==> src/rtl/ikaopll_frame_mixer.sv <==
// ikaopll_frame_mixer
//   Collects the time-multiplexed MO (melody) and RO (rhythm) samples of the
//   IKAOPLL core over one sample frame. At each frame sync it latches the frame
//   sums. One enabled cycle later it presents a gain-weighted mono PCM word,
//   saturated to OUT_WIDTH bits.
//
// Ports
//   i_EMUCLK        master clock
//   i_IC_n          asynchronous active-low reset
//   i_phiM_PCEN_n   clock enable, active low; all state holds while high
//   i_FRAME_SYNC    frame boundary tick (one enabled cycle)
//   i_MO_SAMPLE     MO sample strobe
//   i_MO            signed 10-bit MO sample
//   i_RO_SAMPLE     RO sample strobe
//   i_RO            signed 10-bit RO sample
//   o_MO_ACC        latched MO frame sum (signed 14-bit)
//   o_RO_ACC        latched RO frame sum (signed 14-bit)
//   o_MO_CNT        MO strobes accepted in latched frame
//   o_RO_CNT        RO strobes accepted in latched frame
//   o_MIX           saturated mix word
//   o_MIX_VALID     o_MIX refreshed, high for one enabled cycle
//   o_CLIP          o_MIX was saturated (qualified by o_MIX_VALID)
//   o_OVERRUN       sticky: dropped strobe or sync while a mix was pending
//
// FSM states
//   state     | meaning
//   WAIT_SYNC | after reset; strobes ignored until the first sync arms the block
//   ACCUM     | accumulating the current frame
//   MIX       | mix of the latched frame computed this cycle; still accumulating

module ikaopll_frame_mixer #(
    parameter int MO_GAIN_SHIFT = 0,
    parameter int RO_GAIN_SHIFT = 1,
    parameter int OUT_WIDTH     = 16
) (
    input  logic                        i_EMUCLK,
    input  logic                        i_IC_n,
    input  logic                        i_phiM_PCEN_n,
    input  logic                        i_FRAME_SYNC,
    input  logic                        i_MO_SAMPLE,
    input  logic signed [9:0]           i_MO,
    input  logic                        i_RO_SAMPLE,
    input  logic signed [9:0]           i_RO,
    output logic signed [13:0]          o_MO_ACC,
    output logic signed [13:0]          o_RO_ACC,
    output logic [3:0]                  o_MO_CNT,
    output logic [3:0]                  o_RO_CNT,
    output logic signed [OUT_WIDTH-1:0] o_MIX,
    output logic                        o_MIX_VALID,
    output logic                        o_CLIP,
    output logic                        o_OVERRUN
);

    typedef enum logic [1:0] {
        WAIT_SYNC = 2'd0,
        ACCUM     = 2'd1,
        MIX       = 2'd2
    } state_t;

    localparam int SUM_W = 17;
    localparam logic signed [31:0] SAT_MAX = (32'sd1 <<< (OUT_WIDTH - 1)) - 32'sd1;
    localparam logic signed [31:0] SAT_MIN = -(32'sd1 <<< (OUT_WIDTH - 1));

    state_t state_q;
    state_t state_d;

    logic en;
    logic arm;
    logic latch;
    logic accum_en;
    logic mix_en;
    logic resync_err;

    logic signed [13:0] mo_run;
    logic signed [13:0] ro_run;
    logic [3:0]         mo_cnt_run;
    logic [3:0]         ro_cnt_run;
    logic signed [13:0] mo_ext;
    logic signed [13:0] ro_ext;
    logic               mo_drop;
    logic               ro_drop;

    logic signed [SUM_W-1:0]     mo_term;
    logic signed [SUM_W-1:0]     ro_term;
    logic signed [SUM_W-1:0]     mix_sum;
    logic signed [31:0]          sum_wide;
    logic signed [OUT_WIDTH-1:0] mix_sat;
    logic                        mix_clip;

    assign en     = ~i_phiM_PCEN_n;
    assign mo_ext = {{4{i_MO[9]}}, i_MO};
    assign ro_ext = {{4{i_RO[9]}}, i_RO};

    // A strobe on a sync cycle starts the new frame, so it can never overflow
    // the (just reloaded) count; only mid-frame strobes at 15 are dropped.
    assign mo_drop = accum_en & ~latch & i_MO_SAMPLE & (mo_cnt_run == 4'd15);
    assign ro_drop = accum_en & ~latch & i_RO_SAMPLE & (ro_cnt_run == 4'd15);

    always_ff @(posedge i_EMUCLK or negedge i_IC_n) begin
        if (!i_IC_n) begin
            state_q <= WAIT_SYNC;
        end else if (en) begin
            state_q <= state_d;
        end
    end

    always_comb begin
        state_d    = state_q;
        arm        = 1'b0;
        latch      = 1'b0;
        accum_en   = 1'b0;
        mix_en     = 1'b0;
        resync_err = 1'b0;
        case (state_q)
            WAIT_SYNC: begin
                if (i_FRAME_SYNC) begin
                    arm     = 1'b1;
                    state_d = ACCUM;
                end
            end
            ACCUM: begin
                accum_en = 1'b1;
                if (i_FRAME_SYNC) begin
                    latch   = 1'b1;
                    state_d = MIX;
                end
            end
            MIX: begin
                accum_en = 1'b1;
                mix_en   = 1'b1;
                if (i_FRAME_SYNC) begin
                    // Back-to-back sync: the pending mix is still produced,
                    // the new frame is latched and mixed next cycle.
                    latch      = 1'b1;
                    resync_err = 1'b1;
                end else begin
                    state_d = ACCUM;
                end
            end
            default: state_d = WAIT_SYNC;
        endcase
    end

    always_ff @(posedge i_EMUCLK or negedge i_IC_n) begin
        if (!i_IC_n) begin
            mo_run     <= '0;
            ro_run     <= '0;
            mo_cnt_run <= '0;
            ro_cnt_run <= '0;
        end else if (en) begin
            if (arm || latch) begin
                mo_run     <= i_MO_SAMPLE ? mo_ext : 14'sd0;
                ro_run     <= i_RO_SAMPLE ? ro_ext : 14'sd0;
                mo_cnt_run <= {3'd0, i_MO_SAMPLE};
                ro_cnt_run <= {3'd0, i_RO_SAMPLE};
            end else if (accum_en) begin
                if (i_MO_SAMPLE && (mo_cnt_run != 4'd15)) begin
                    mo_run     <= mo_run + mo_ext;
                    mo_cnt_run <= mo_cnt_run + 4'd1;
                end
                if (i_RO_SAMPLE && (ro_cnt_run != 4'd15)) begin
                    ro_run     <= ro_run + ro_ext;
                    ro_cnt_run <= ro_cnt_run + 4'd1;
                end
            end
        end
    end

    // Mix is formed from the latched sums, which are stable for the MIX cycle.
    assign mo_term  = {{3{o_MO_ACC[13]}}, o_MO_ACC} <<< MO_GAIN_SHIFT;
    assign ro_term  = {{3{o_RO_ACC[13]}}, o_RO_ACC} <<< RO_GAIN_SHIFT;
    assign mix_sum  = mo_term + ro_term;
    assign sum_wide = {{(32 - SUM_W){mix_sum[SUM_W-1]}}, mix_sum};

    always_comb begin
        mix_clip = 1'b0;
        mix_sat  = sum_wide[OUT_WIDTH-1:0];
        if (sum_wide > SAT_MAX) begin
            mix_sat  = SAT_MAX[OUT_WIDTH-1:0];
            mix_clip = 1'b1;
        end else if (sum_wide < SAT_MIN) begin
            mix_sat  = SAT_MIN[OUT_WIDTH-1:0];
            mix_clip = 1'b1;
        end
    end

    always_ff @(posedge i_EMUCLK or negedge i_IC_n) begin
        if (!i_IC_n) begin
            o_MO_ACC    <= '0;
            o_RO_ACC    <= '0;
            o_MO_CNT    <= '0;
            o_RO_CNT    <= '0;
            o_MIX       <= '0;
            o_MIX_VALID <= 1'b0;
            o_CLIP      <= 1'b0;
            o_OVERRUN   <= 1'b0;
        end else if (en) begin
            if (latch) begin
                o_MO_ACC <= mo_run;
                o_RO_ACC <= ro_run;
                o_MO_CNT <= mo_cnt_run;
                o_RO_CNT <= ro_cnt_run;
            end
            o_MIX_VALID <= mix_en;
            if (mix_en) begin
                o_MIX  <= mix_sat;
                o_CLIP <= mix_clip;
            end
            if (resync_err || mo_drop || ro_drop) begin
                o_OVERRUN <= 1'b1;
            end
        end
    end

endmodule

==> config.mk <==
export PLATFORM = sky130hd
export DESIGN_NAME = ikaopll_frame_mixer
export DESIGN_NICKNAME = d
export VERILOG_FILES = /design/src/rtl/ikaopll_frame_mixer.sv
export SDC_FILE = /design/constraint.sdc
export NUM_CORES = 1
export LEC_CHECK = 0
export ABC_AREA = 1
export CELL_PAD_IN_SITES_DETAIL_PLACEMENT = 2
export CELL_PAD_IN_SITES_GLOBAL_PLACEMENT = 2
export CORE_MARGIN = 2
export CORE_UTILIZATION = 33
export CTS_CLUSTER_DIAMETER = 120
export DETAILED_ROUTE_END_ITERATION = 10
export GPL_TIMING_DRIVEN = 0
export PLACE_DENSITY = 0.92
export RECOVER_POWER = 50
export SETUP_SLACK_MARGIN = 0.1
export SYNTH_ARGS = -nofsm -noshare
export SYNTH_HDL_FRONTEND = slang
export SYNTH_SLANG_ARGS = --single-unit
==> constraint.sdc <==
create_clock -name i_EMUCLK -period 1.9 [get_ports i_EMUCLK]
set_input_delay 0.475 -clock i_EMUCLK [delete_from_list [all_inputs] [get_ports i_EMUCLK]]
set_output_delay 0.475 -clock i_EMUCLK [all_outputs]
set_load 0.01 [all_outputs]
==> flow_summary.ini, run 1 <==
[sta]
drv_slew = 0
worst_pin_slew_ps = 1200
setup_viol = 45
fin_ws_ps = -316
fmax_mhz = 451
hold_viol = 0
relSlewSlack_pct = 19.8
rsz0062_at_grt = true
skew_ps = 21.6
period_minus_slack_ps = 2220
min_period_over_period_pct = 117

[detailed_routing]
first_pass_iters = 5
wl_met2_um = 21400
drcViolationCount = 0
antenna_left = 0
vias = 7754
wl_met1_um = 16100
wl_per_cell_um = 37.4
highest_layer = met4
met3WireLength_um = 3500
wl_um = 45300
drt_iter0_markers = 685
viasPerCell = 6.40

[synth]
yosysWarnings = 0
synth_cell_types = 42
syn_nets = 888
synthCells = 812
yosys.area.top_type_share_pct = 37.6
synth_top_area_cell = dfrtp_1
seq_area_frac_synth_pct = 37.6
ys.flop_type = dfrtp_1
synth_seq_cells = 93
syn_area_mm2 = 0.00619
synth_area_leaders = dfrtp_1 (38%), nand2_1 (14%), ha_1 (9.5%)
synth_edf_count = 0
synth_most_common_cell = nand2_1
synthArstFlopShare_pct = 100
ys_top_cells_by_count = nand2_1 (235), inv_1 (108), dfrtp_1 (93)
synth.avg_cell_area_um2 = 7.63

[finish]
final_nets = 1048
antenna_cells = 0
fin_cells = 1211
syn2layout_area_growth_pct = 57.4
drive_gt1_share_pct = 39.6

[run]
maxCapViolCount = 0

[worst_setup_path]
cp_data_required_time_ps = 2170
startpoint_type = flop
setup.worst_path.class = reg2reg
crit_arrival_ps = 2490
end_kind = flop
worstPathMaxFanout = 5

[clock_network]
clkLatencyLatePin_ps = 390
clk_pin_slew_ps = 80
cts_tree = built
cts_num_sinks = 93
hold_buffers = 0
numCtsBuffers = 9
root_buffer = clkbuf_16
clockBufferDepth = 2
cts-htree-levels = 3

[min_path]
hp-class = in2async

[floorplan]
core-area_mm2 = 0.0186
die_h_um = 141
io_pins = 81
num_rows = 50
initial_core_util_pct = 33.3
die_area_mm2 = 0.0199
die_w_um = 141

[global_routing]
grt_pass1_vias = 8009
grt.overflow.total = 0
grt_pass1_wl_um = 53000
grt_max_degree = 58
grt_use_total_pct = 36.2
grt_antenna_before_repair = 1

[placed_design]
place_inst = 1127
io_buffers = 80
dp_hpwl_um = 19400
gp_congestion = 0.852

[status]
violations = setup timing
status = finished, violations left
## flip-flops by register name, summed over array words and instances (netlist names)
name and cells:
o_MIX 16, mo_run 14, o_MO_ACC 14, o_RO_ACC 14, ro_run 14, mo_cnt_run 4, o_MO_CNT 4, o_RO_CNT 4
ro_cnt_run 4, state_q 2, o_CLIP 1, o_MIX_VALID 1, o_OVERRUN 1
## final timing paths
check,slack [ps],from,to,cells after the start
max in group asynchronous,650,i_IC_n,mo_cnt_run[0],2
worst max register to register,-320,mo_run[3],mo_run[5],8
min in group i_EMUCLK,510,o_OVERRUN,o_OVERRUN,1
worst min register to register,510,o_OVERRUN,o_OVERRUN,1
worst max-delay path,-320,mo_run[3],mo_run[5],8
worst min-delay path,320,i_IC_n,o_MIX[15],1
## placed cells by master (no fill, tap or decap), types with 5 or more instances in the layout
cell type	Yosys	layout
a21oi_1	54	16
a21oi_2	4	28
a21oi_4	2	16
a22oi_2	0	7
buf_12	0	5
buf_2	4	6
buf_4	2	55
buf_6	4	7
clkbuf_16	0	12
clkdlybuf4s25_1	0	7
clkdlybuf4s50_1	0	19
dfrtp_1	93	67
dfrtp_2	0	26
dlygate4sd2_1	0	44
ha_1	47	8
ha_4	0	36
inv_1	108	96
inv_2	1	10
mux2_2	18	17
nand2_1	235	188
nand2_2	4	36
nand2_4	1	14
nand3_1	55	36
nand3_2	0	15
nand3b_1	7	7
nand4_1	10	10
nor2_1	59	29
nor2_2	1	18
nor2_4	0	13
o21ai_0	39	18
o21ai_1	9	20
o21ai_2	0	7
xor2_1	9	7
## logic make-up (layout without fill, tap and decap cells)
group,after synthesis,in the layout,share of synthesized area [%]
AO/OA/AOI/OAI,126,126,11.4
multiplexers,18,18,3.27
flip-flops,93,93,37.6
buffers and inverters,128,293,8.56
XOR/XNOR,15,15,2.12
adder cells (fa/ha/maj),50,50,10.5
AND/OR/NAND/NOR,382,382,26.6
## critical path, cell delays in order (launching register included)
cell and delay [ps]:
dfrtp_2 460, ha_4 280, nand2_1 200, inv_1 100
nand3_1 180, nand2_2 150, a21oi_1 270, o21ai_0 190
a22oi_2 270
## timing repair
item	4_1_cts	5_1_grt
pin swaps	35	39
endpoints found under the setup margin	110	82
resized for setup	233	228
buffers inserted	31	31
gates cloned	3	3
## final cells by class
cell class                      instances  area [µm²]
Tap cell                              234         293
Buffer                                 14         158
Fill cell                            1910        8830
Sequential cell                        93        2360
Multi-Input combinational cell        591        4720
Inverter                              114         489
Clock buffer                            9         225
Timing Repair Buffer                  149        1440
Clock inverter                          7        73.8
## per-stage QoR
step | instance area [µm²] | util [%] | setup TNS [ps] | hold slack (ps) | setup WS [ps]
floorplan | 6190 | - | 0 | 179 | 103
global placement | 7290 | 39.2 | -323520 | 442 | -3220
detailed placement | 7310 | 39.4 | -31120 | 470 | -822
CTS | 8620 | 46.4 | -107 | 105 | -47.5
global route | 9750 | 52.5 | -5980 | 371 | -390
finish | 9750 | 52.5 | -5830 | 318 | -316
## layer usage
metal	up-vias	GRT usage, %
met5	-	0
met4	0	23.6
li1	2964	-
met2	581	63.0
met1	3896	41.2
met3	313	5.88
Power of run 1 is left out: the tool's default activity adds up to more than one toggle a clock period on the data nets, which glitch-free logic cannot reach.
==> run 2: changes to the inputs <==
Settings changed: ABC_AREA 1 to 0, CORE_UTILIZATION 33 to 35, PLACE_DENSITY 0.92 to 0.91.
==> flow_summary.ini, run 2 <==
[clock_network]
hold_buffers = 0
cts_num_sinks = 93
numCtsBuffers = 9
root_buffer = clkbuf_16
cts-htree-levels = 3
clockBufferDepth = 2

[synth]
seq_area_frac_synth_pct = 40.4
ys_top_cells_by_count = dfrtp_1 (93), nand2_1 (64), ha_1 (47)
synth_cell_types = 56
synth_seq_cells = 93
ys.flop_type = dfrtp_1
synth_area_leaders = dfrtp_1 (40%), ha_1 (10%), mux2_2 (7.0%)
yosysWarnings = 0
synth.avg_cell_area_um2 = 9.71
synthCells = 593
synth_most_common_cell = dfrtp_1
synth_top_area_cell = dfrtp_1
syn_nets = 669
synth_edf_count = 0
synthArstFlopShare_pct = 100
syn_area_mm2 = 0.00576
yosys.area.top_type_share_pct = 40.4

[sta]
endpoint_type = register data pin
worstEndpointGrtRepair = o_MIX[11]$_DFFE_PN0P_/D

[status]
flow.stopped_at = global routing (5_1_grt)
status = aborted with a tool error
error = [ERROR DPL-0033] detailed placement checks failed during check placement.

[floorplan]
io_pins = 81
num_rows = 46
die_h_um = 132
die_w_um = 132
initial_core_util_pct = 36.0

[global_routing]
grt_antenna_before_repair = 4
grt_max_degree = 52

[placed_design]
place_inst = 890
placed_area_mm2 = 0.00704
io_buffers = 80
gp_congestion = 0.852
dp_hpwl_um = 16000
==> run 2: changes by cell type after synthesis, moves of 14 or more <==
| cell | delta |
|---|---|
| nand2_1 | -171 |
| o21a_1 | +15 |
| nand3_1 | -33 |
| a31oi_1 | +14 |
| nor2_1 | -19 |
| mux2_2 | +18 |
| a21oi_1 | -27 |
| inv_1 | -87 |
==> run 2: cells by family after synthesis <==
logic type,Yosys count,synth area share (%)
AOI/OAI and AO/OA,169,19.8
and+or+nand+nor,169,13.3
DFF,93,40.4
adders and majority gates,50,11.3
buffers and inverters,44,3.13
muxes,42,8.09
xor gates and xnor gates,26,3.96
==> run 2: through the flow <==
stage	TNS (ps)	hold WS [ps]	setup WS, ps	utilization, %
2_1_floorplan	-886	179	-185	-
3_3_place_gp	-320910	442	-3050	43.9
3_5_place_dp	-43990	460	-1020	44.0
4_1_cts	-4680	191	-365	54.0
==> run 2: repair_timing <==
action,in CTS
pin swaps,61
buffers inserted,66
setup endpoints to repair,112
gates cloned,2
resized for setup,234
==> run 3: changes to the inputs <==
Settings changed: CELL_PAD_IN_SITES_DETAIL_PLACEMENT 2 to default, CELL_PAD_IN_SITES_GLOBAL_PLACEMENT 2 to default, CORE_UTILIZATION 35 to 40, CTS_CLUSTER_DIAMETER 120 to default, PLACE_DENSITY 0.91 to default, PLACE_DENSITY_LB_ADDON from default to 0.15, SETUP_SLACK_MARGIN 0.1 to default.
==> flow_summary.ini, run 3 <==
[detailed_routing]
vias = 5114
wl_um = 16800
first_pass_iters = 5
antenna_left = 0
drcViolationCount = 0
wl_per_cell_um = 18.4
drt_iter0_markers = 355
viasPerCell = 5.61

[sta]
period_minus_slack_ps = 2170
fin_ws_ps = -270
worst_pin_slew_ps = 906
skew_ps = 6.08
setup_viol = 43
rsz0062_at_grt = true
whs_ps = 244
hold_viol = 0
min_period_over_period_pct = 114
drv_slew = 0
relSlewSlack_pct = 39.6
fmax_mhz = 461

[synth]
synth_seq_cells = 93
seq_area_frac_synth_pct = 40.4
ys.flop_type = dfrtp_1
synth.avg_cell_area_um2 = 9.71
yosys.area.top_type_share_pct = 40.4
syn_area_mm2 = 0.00576
synthArstFlopShare_pct = 100
synth_cell_types = 56
syn_nets = 669
synth_area_leaders = dfrtp_1 (40%), ha_1 (10%), mux2_2 (7.0%)
synth_most_common_cell = dfrtp_1
yosysWarnings = 0
synth_edf_count = 0
ys_top_cells_by_count = dfrtp_1 (93), nand2_1 (64), ha_1 (47)
synthCells = 593
synth_top_area_cell = dfrtp_1

[clock_network]
cts_num_sinks = 93
numCtsBuffers = 9
clk_pin_slew_ps = 60
cts_tree = built
hold_buffers = 0
root_buffer = clkbuf_16
clkLatencyLatePin_ps = 350
clockBufferDepth = 2
cts-htree-levels = 3

[worst_setup_path]
cp_data_required_time_ps = 2190
path_cells = ha_4 -> inv_2 -> fa_2 -> nor2b_2 -> o31a_1 -> buf_4 -> o21a_1 -> a32o_1 -> o21ai_1 -> o211a_1
crit_arrival_ps = 2460
end_kind = flop
startpoint_type = flop
crit_buf_inv = 2
setup.worst_path.class = reg2reg
worstPathMaxFanout = 4
ff2ff_setup_slack_ps = -270
cpMaxStageDelayCell = dfrtp_1
critPathTopFamily = compound AO/OA/AOI/OAI gates
slowest_delay_ps = 410

[global_routing]
use_met3_pct = 4.30
grt_antenna_before_repair = 0
grt_use_total_pct = 22.6
use_met1_pct = 30.1
top_usage_layer = met2
grt_pass1_vias = 5028
grt.overflow.total = 0
grt_max_degree = 61
grtUsageMet2_pct = 37.1
grt_pass1_wl_um = 26300

[finish]
largest_register_ffs = 16
syn2layout_area_growth_pct = 39.5
largest-register = o_MIX
fin_cells = 911
drive_gt1_share_pct = 27.8
layout_common_cells = dfrtp_1 (89), nand2_1 (62), clkdlybuf4s50_1 (52)
antenna_cells = 0
final_common_cell = dfrtp_1
finalInstanceArea_mm2 = 0.00803
final_nets = 803

[placed_design]
dp_slack_ps = -989
io_buffers = 80
gp_congestion = 0.898
dp_hpwl_um = 11900
place_inst = 854
placed_area_mm2 = 0.00696

[power]
power_leakage_nw = 3.46
power_density_mw_per_mm2 = 1900
comb_power_share_pct = 63.1
swShare_pct = 42.0
switching_power_mw = 6.40
intPower_mw = 8.83
total_power_mw = 15.2
ir_worst_vdd_uv = 642
seqPwrFrac_pct = 25.2
power_frac_clock_pct = 11.7

[run]
maxCapViolCount = 0

[floorplan]
io_pins = 81
die_area_mm2 = 0.0154
initial_core_util_pct = 41.2
die_w_um = 124
die_h_um = 124
num_rows = 43
core-area_mm2 = 0.0140

[min_path]
hp-class = in2async

[status]
violations = setup timing
status = finished, violations left
run 3: cell counts after synthesis:
Identical to the previous run, type by type.
run 3: path summary, 6_finish.rpt:
| check | start | endpoint | cells past startpoint |
|---|---|---|---|
| setup / recovery | ro_run[0] | ro_run[10] | 10 |
| hold / removal | i_IC_n | o_CLIP | 1 |
| setup reg to reg | ro_run[0] | ro_run[10] | 10 |
| hold reg to reg | o_OVERRUN | o_OVERRUN | 1 |
| max in group asynchronous | i_IC_n | o_RO_ACC[4] | 2 |
| min in group i_EMUCLK | o_OVERRUN | o_OVERRUN | 1 |
run 3: cells by family (layout without fill, tap and decap cells):
family          after synthesis  count (layout)  share of synthesized area (%)
mux                          42              42                           8.09
simple gates                169             169                           13.3
buf+inv                      44             182                           3.13
compound gates              169             169                           19.8
fa+ha+maj                    50              50                           11.3
flops                        93              93                           40.4
xor+xnor                     26              26                           3.96
run 3: cell type report:
class	instances	area [µm²]
clock inverter	5	52.6
clock buffer	10	229
timing repair buffer	124	1110
buffer	22	164
multi-input combinational	456	3840
sequential	93	2330
inverter	21	78.8
tap	180	225
fill	1192	5960
run 3: power by group through the flow:
stage	Clock (mW)	Combinational, mW	Sequential (mW)
2_1_floorplan	0	5.27	3.76
3_3_place_gp	0	7.63	3.80
3_5_place_dp	0	7.79	3.83
4_1_cts	1.82	8.92	3.81
5_1_grt	1.89	10.5	3.95
6_report	1.78	9.61	3.84
run 3: what timing repair did:
| action | in CTS | in global routing |
|---|---|---|
| pin swaps | 31 | 25 |
| gates cloned | 0 | 1 |
| gates resized for setup | 90 | 60 |
| setup buffers | 30 | 13 |
| setup endpoints to repair | 73 | 54 |
run 3: per-layer routing:
layer  part of all wire [%]  vias to the layer above  wire length, µm
li1                       -                     2440                -
met1                     45                     2503             7580
met2                     49                      147             8150
met3                    4.8                       24              801
met4                    1.4                        0              240
met5                      0                        -                0
run 3: stage by stage:
stage	TNS (ps)	util, %
after floorplan	-894	-
after global placement	-338650	49.6
after detailed placement	-40090	49.8
after CTS	-1990	55.6
after global routing	-9630	57.4
final	-5880	57.4
No activity file was read; power rests on OpenSTA's default activity.
==> run 4: changes to the inputs <==
Settings changed: CAP_MARGIN from default to 10, PLACE_DENSITY_LB_ADDON 0.15 to default.
==> flow_summary.ini, run 4 (synthesis gave the netlist of run 3 again) <==
[detailed_routing]
first_pass_iters = 4
drcViolationCount = 0
viasPerCell = 5.53
vias = 4995
wl_um = 16500
antenna_left = 0
wl_per_cell_um = 18.3
drt_iter0_markers = 331

[power]
comb_power_share_pct = 61.6
power_frac_clock_pct = 13.3
power_density_mw_per_mm2 = 1910
switching_power_mw = 6.39
swShare_pct = 41.7
ir_worst_vdd_uv = 704
intPower_mw = 8.93
total_power_mw = 15.3
power_leakage_nw = 3.44
seqPwrFrac_pct = 25.2

[worst_setup_path]
crit_top_cell = o21a_1
path_cells = ha_4 -> inv_2 -> fa_2 -> nor2b_2 -> o31a_1 -> buf_4 -> o21a_1 -> o21a_1 -> o311ai_2 -> o21a_1
startpoint_type = flop
ff2ff_setup_slack_ps = -240
crit_buf_inv = 2
end_kind = flop
worstPathMaxFanout = 3
crit_arrival_ps = 2440
setup.worst_path.class = reg2reg
cpMaxStageDelayCell = dfrtp_1
critPathTopFamily = compound AO/OA/AOI/OAI gates
slowest_delay_ps = 410
cp_data_required_time_ps = 2200

[finish]
fin_cells = 903
syn2layout_area_growth_pct = 39.6
largest-register = o_MIX
final_nets = 794
layout_common_cells = dfrtp_1 (87), nand2_1 (62), clkdlybuf4s50_1 (53)
nFillCells = 1195
drive_gt1_share_pct = 27.5
fin_util_pct = 57.5
largest_register_ffs = 16
finalInstanceArea_mm2 = 0.00804
final_common_cell = dfrtp_1
antenna_cells = 0

[global_routing]
grt.overflow.total = 0
grt_use_total_pct = 22.3
grt_max_degree = 71
grt_pass1_wl_um = 25900
grt_antenna_before_repair = 0
grt_pass1_vias = 4953

[floorplan]
die_w_um = 124
die_h_um = 124
die_area_mm2 = 0.0154
core-area_mm2 = 0.0140
num_rows = 43
initial_core_util_pct = 41.2
io_pins = 81

[sta]
setup_tns_ps = -3440
min_period_over_period_pct = 113
relSlewSlack_pct = 14.2
whs_ps = 379
setup_viol = 33
rsz0062_at_grt = true
skew_ps = 9.63
fmax_mhz = 467
worst_pin_slew_ps = 1290
period_minus_slack_ps = 2140
hold_viol = 0
drv_slew = 0
fin_ws_ps = -241

[clock_network]
numCtsBuffers = 9
clkLatencyLatePin_ps = 360
cts_num_sinks = 93
hold_buffers = 0
cts_tree = built
root_buffer = clkbuf_16
cts-htree-levels = 3
clockBufferDepth = 2
clk_pin_slew_ps = 70

[run]
maxCapViolCount = 0

[placed_design]
dp_hpwl_um = 11800
place_inst = 854
dp_slack_ps = -981
gp_congestion = 0.892
io_buffers = 80
placed_area_mm2 = 0.00696

[status]
status = finished, violations left
violations = setup timing

[min_path]
hp-class = in2async
run 4: metal layers:
metal	wire [µm]	GRT usage (%)	vias to the layer above
li1	-	-	2425
met1	7370	30.1	2413
met2	7860	36.7	135
met3	925	2.93	22
met4	334	8.22	0
met5	0	0	-
run 4: timing repair:
| item | in CTS | in global routing |
|---|---|---|
| setup endpoints to repair | 74 | 55 |
| buffers inserted | 28 | 7 |
| gates cloned | 0 | 1 |
| pin swaps | 32 | 18 |
| gates resized for setup | 109 | 44 |
run 4: worst register-to-register path, cell delays in order, from the launching register on:
cell	delay (ps)
dfrtp_1	410
ha_4	180
inv_2	50
fa_2	200
nor2b_2	50
o31a_1	300
buf_4	160
o21a_1	180
o21a_1	180
o311ai_2	220
o21a_1	150
run 4: power groups by stage:
stage,registers (mW),logic (mW),clock network (mW)
floorplan,3.76,5.27,0
global placement,3.80,7.62,0
detailed placement,3.85,7.77,0
CTS,3.85,8.95,2.06
global route,3.98,10.3,2.15
finish,3.86,9.44,2.04
run 4: final timing paths:
| path | startpoint | endpoint | cells past startpoint |
|---|---|---|---|
| max in group asynchronous | i_IC_n | mo_run[2] | 2 |
| worst max register to register | ro_run[0] | ro_run[6] | 10 |
| min in group i_EMUCLK | o_OVERRUN | o_OVERRUN | 1 |
| worst min register to register | o_OVERRUN | o_OVERRUN | 1 |
| worst max-delay path | ro_run[0] | ro_run[6] | 10 |
| worst min-delay path | i_IC_n | o_MIX[1] | 1 |
run 4: cell type report:
| cell class | instances | area [µm²] | share of cell area, % |
|---|---|---|---|
| plain buffers | 23 | 171 | 2.13 |
| clock buffers | 10 | 239 | 2.97 |
| clock inverters | 6 | 91.3 | 1.14 |
| inverters | 21 | 81.3 | 1.01 |
| multi-input cells | 456 | 3850 | 47.9 |
| flip-flops and latches | 93 | 2330 | 29.0 |
| well taps | 180 | 225 | 2.80 |
| repair buffers | 114 | 1040 | 13.0 |
==> variant, RTL diff (settings of run 4) <==
Put one more register stage on the output `o_MIX`, cleared by the reset. The value now appears one clock later. The other outputs are not delayed to match. Comments in the files are not updated.
--- a/src/rtl/ikaopll_frame_mixer.sv
+++ b/src/rtl/ikaopll_frame_mixer.sv
@@ -61,6 +61,8 @@
     localparam logic signed [31:0] SAT_MAX = (32'sd1 <<< (OUT_WIDTH - 1)) - 32'sd1;
     localparam logic signed [31:0] SAT_MIN = -(32'sd1 <<< (OUT_WIDTH - 1));
 
+    logic signed [OUT_WIDTH-1:0] o_MIX_s0;
+
     state_t state_q;
     state_t state_d;
 
@@ -190,7 +192,7 @@
             o_RO_ACC    <= '0;
             o_MO_CNT    <= '0;
             o_RO_CNT    <= '0;
-            o_MIX       <= '0;
+            o_MIX_s0    <= '0;
             o_MIX_VALID <= 1'b0;
             o_CLIP      <= 1'b0;
             o_OVERRUN   <= 1'b0;
@@ -203,7 +205,7 @@
             end
             o_MIX_VALID <= mix_en;
             if (mix_en) begin
-                o_MIX  <= mix_sat;
+                o_MIX_s0 <= mix_sat;
                 o_CLIP <= mix_clip;
             end
             if (resync_err || mo_drop || ro_drop) begin
@@ -212,5 +214,13 @@
         end
     end
 
+    always_ff @(posedge i_EMUCLK or negedge i_IC_n) begin
+        if (!i_IC_n) begin
+            o_MIX <= '0;
+        end else begin
+            o_MIX <= o_MIX_s0;
+        end
+    end
+
 endmodule
 
Formal check against the unedited RTL: not equivalent (Yosys sat finds a counterexample within 4 cycles, from zero or initial values).
==> variant against run 4 <==
- worst setup slack got worse by 200 ps
- largest cell class unchanged
- synthesized area grew 4.0%
- sequential cell count is 16 higher
- power is 3.6% higher
- cell area increased by 2.4%
- final cell count increased by 0.33%
- non-clock buffer count fell by 1
- count of clock-buffer cells in the layout down 1
- critical path type unchanged
- wire length down 5.2%
- global-route usage down 2.6 points
- the run still ends with negative setup slack left
- die area rose by 3.9%
==> variant: results (changes against run 4) <==
* Compound-gate portion of the synthesized area at 0.1521 (-0.04592)
* Layout cells sized above 1 at 0.2784 (+0.003151)
* Synth Area in XOR/XNOR at 0.04094 (+0.001388)
* Top post-synthesis cells by area: dfrtp_1 46%, ha_1 9.8%, mux2_2 7.0%, nand2_1 3.1%, nor2_1 3.0%
* # setup viols final at 25 (-24%)
* DP Worst Slack at -1169 ps (-187.8 ps)
* Max-slew headroom at 0.3189 (+0.1773)
* NumNets Final at 793 (-0.13%)
* Sequential share of the synthesized area at 0.4554 (+0.05114)
* Worst IR drop on VDD at 0.0006605 V (-6.2%)
* Avg WL per Cell at 17.25 um (-5.5%)
* Post-synthesis net count at 667 (-0.30%)
* Post-route worst setup slack at -443.5 ps (-202.0 ps)
* Initial DRT Pass Iterations at 5 (+1)
* Outcome: finished with violations
* Total global-route track usage at 0.1967 (-0.02635)
* Failing checks: negative setup slack
* PortBufs at 79 (-1.3%)
* Clock Skew at 8.531 ps (-1.099 ps)
* Synth unique cells at 52 (-7.1%)
* 1st-iter DRT viols at 325 (-1.8%)
* Final GP Congestion at 0.8293 (-7.0%)
* DP Area at 0.007152 mm^2 (+2.7%)
* List of most frequent post-synthesis cells: 109 x dfrtp_1, 49 x nand2_1, 48 x nor2_1, 47 x ha_1, 37 x mux2_2
* Post-synthesis adder-cell area fraction at 0.1082 (-0.004374)
variant: path summary, 6_finish.rpt:
check,slack [ps],cells after the start,to
setup reg to reg,-440,11,ro_run[13]
hold / removal,290,1,o_MIX[3]
hold reg to reg,370,0,o_MIX[0]
setup / recovery,-440,11,ro_run[13]
max in group asynchronous,450,2,ro_run[3]
min in group i_EMUCLK,370,0,o_MIX[0]
variant: critical path, delay by kind of cell (launching register included):
kind	cells	cell delay, ps
AO/OA/AOI/OAI	5	740
XOR/XNOR	1	210
adder cells (fa/ha/maj)	1	180
buffers and inverters	2	230
flip-flops	1	420
multiplexers	1	220
AND/OR/NAND/NOR	1	220
variant: through the flow:
stage / hold slack [ps] / setup TNS [ps] / total power [mW] / std cells / utilization
after floorplan: 179.4 / -2357 / 9.369 / 591 / -
after global placement: 354.0 / -456460 / 11.75 / 854 / 0.4885
after detailed placement: 361.0 / -53370 / 11.98 / 855 / 0.4902
after CTS: 123.2 / -4676 / 14.93 / 895 / 0.5395
after global routing: 374.8 / -8433 / 17.13 / 906 / 0.5642
final: 287.8 / -5418 / 15.87 / 906 / 0.5642
variant: per-layer routing:
metal	vias to the layer above	GRT usage	part of all wire
li1	2388	-	-
met4	0	0.08662	0.018
met1	2376	0.2562	0.45
met3	16	0.02488	0.035
met5	-	0	0
met2	98	0.3300	0.50
variant: kinds of logic after synthesis:
group / count (synthesis)
buffers and inverters: 40
AO/OA/AOI/OAI: 144
AND/OR/NAND/NOR: 180
flip-flops: 109
adder cells (fa/ha/maj): 50
XOR/XNOR: 28
multiplexers: 40
variant: power by group:
| part | internal [mW] | switching, mW | leakage, nW |
|---|---|---|---|
| logic | 5.00 | 4.61 | 2.10 |
| clock network | 1.03 | 0.887 | 0.146 |
| registers | 3.39 | 0.955 | 1.33 |
variant: layout make-up:
| cell class | instances | area [um^2] |
|---|---|---|
| fill | 1241 | 6359 |
| sequential | 109 | 2730 |
| timing repair buffer | 116 | 1086 |
| buffer | 20 | 136.4 |
| tap | 184 | 230.2 |
| clock inverter | 7 | 73.82 |
| multi-input combinational | 442 | 3677 |
| clock buffer | 9 | 225.2 |
| inverter | 19 | 71.32 |
variant: repair_timing:
item / CTS / global route
setup endpoints to repair: 76 / 54
setup buffers: 26 / 13
resized for setup: 72 / 69
hold buffers: 0 / 0
pin swaps: 48 / 42
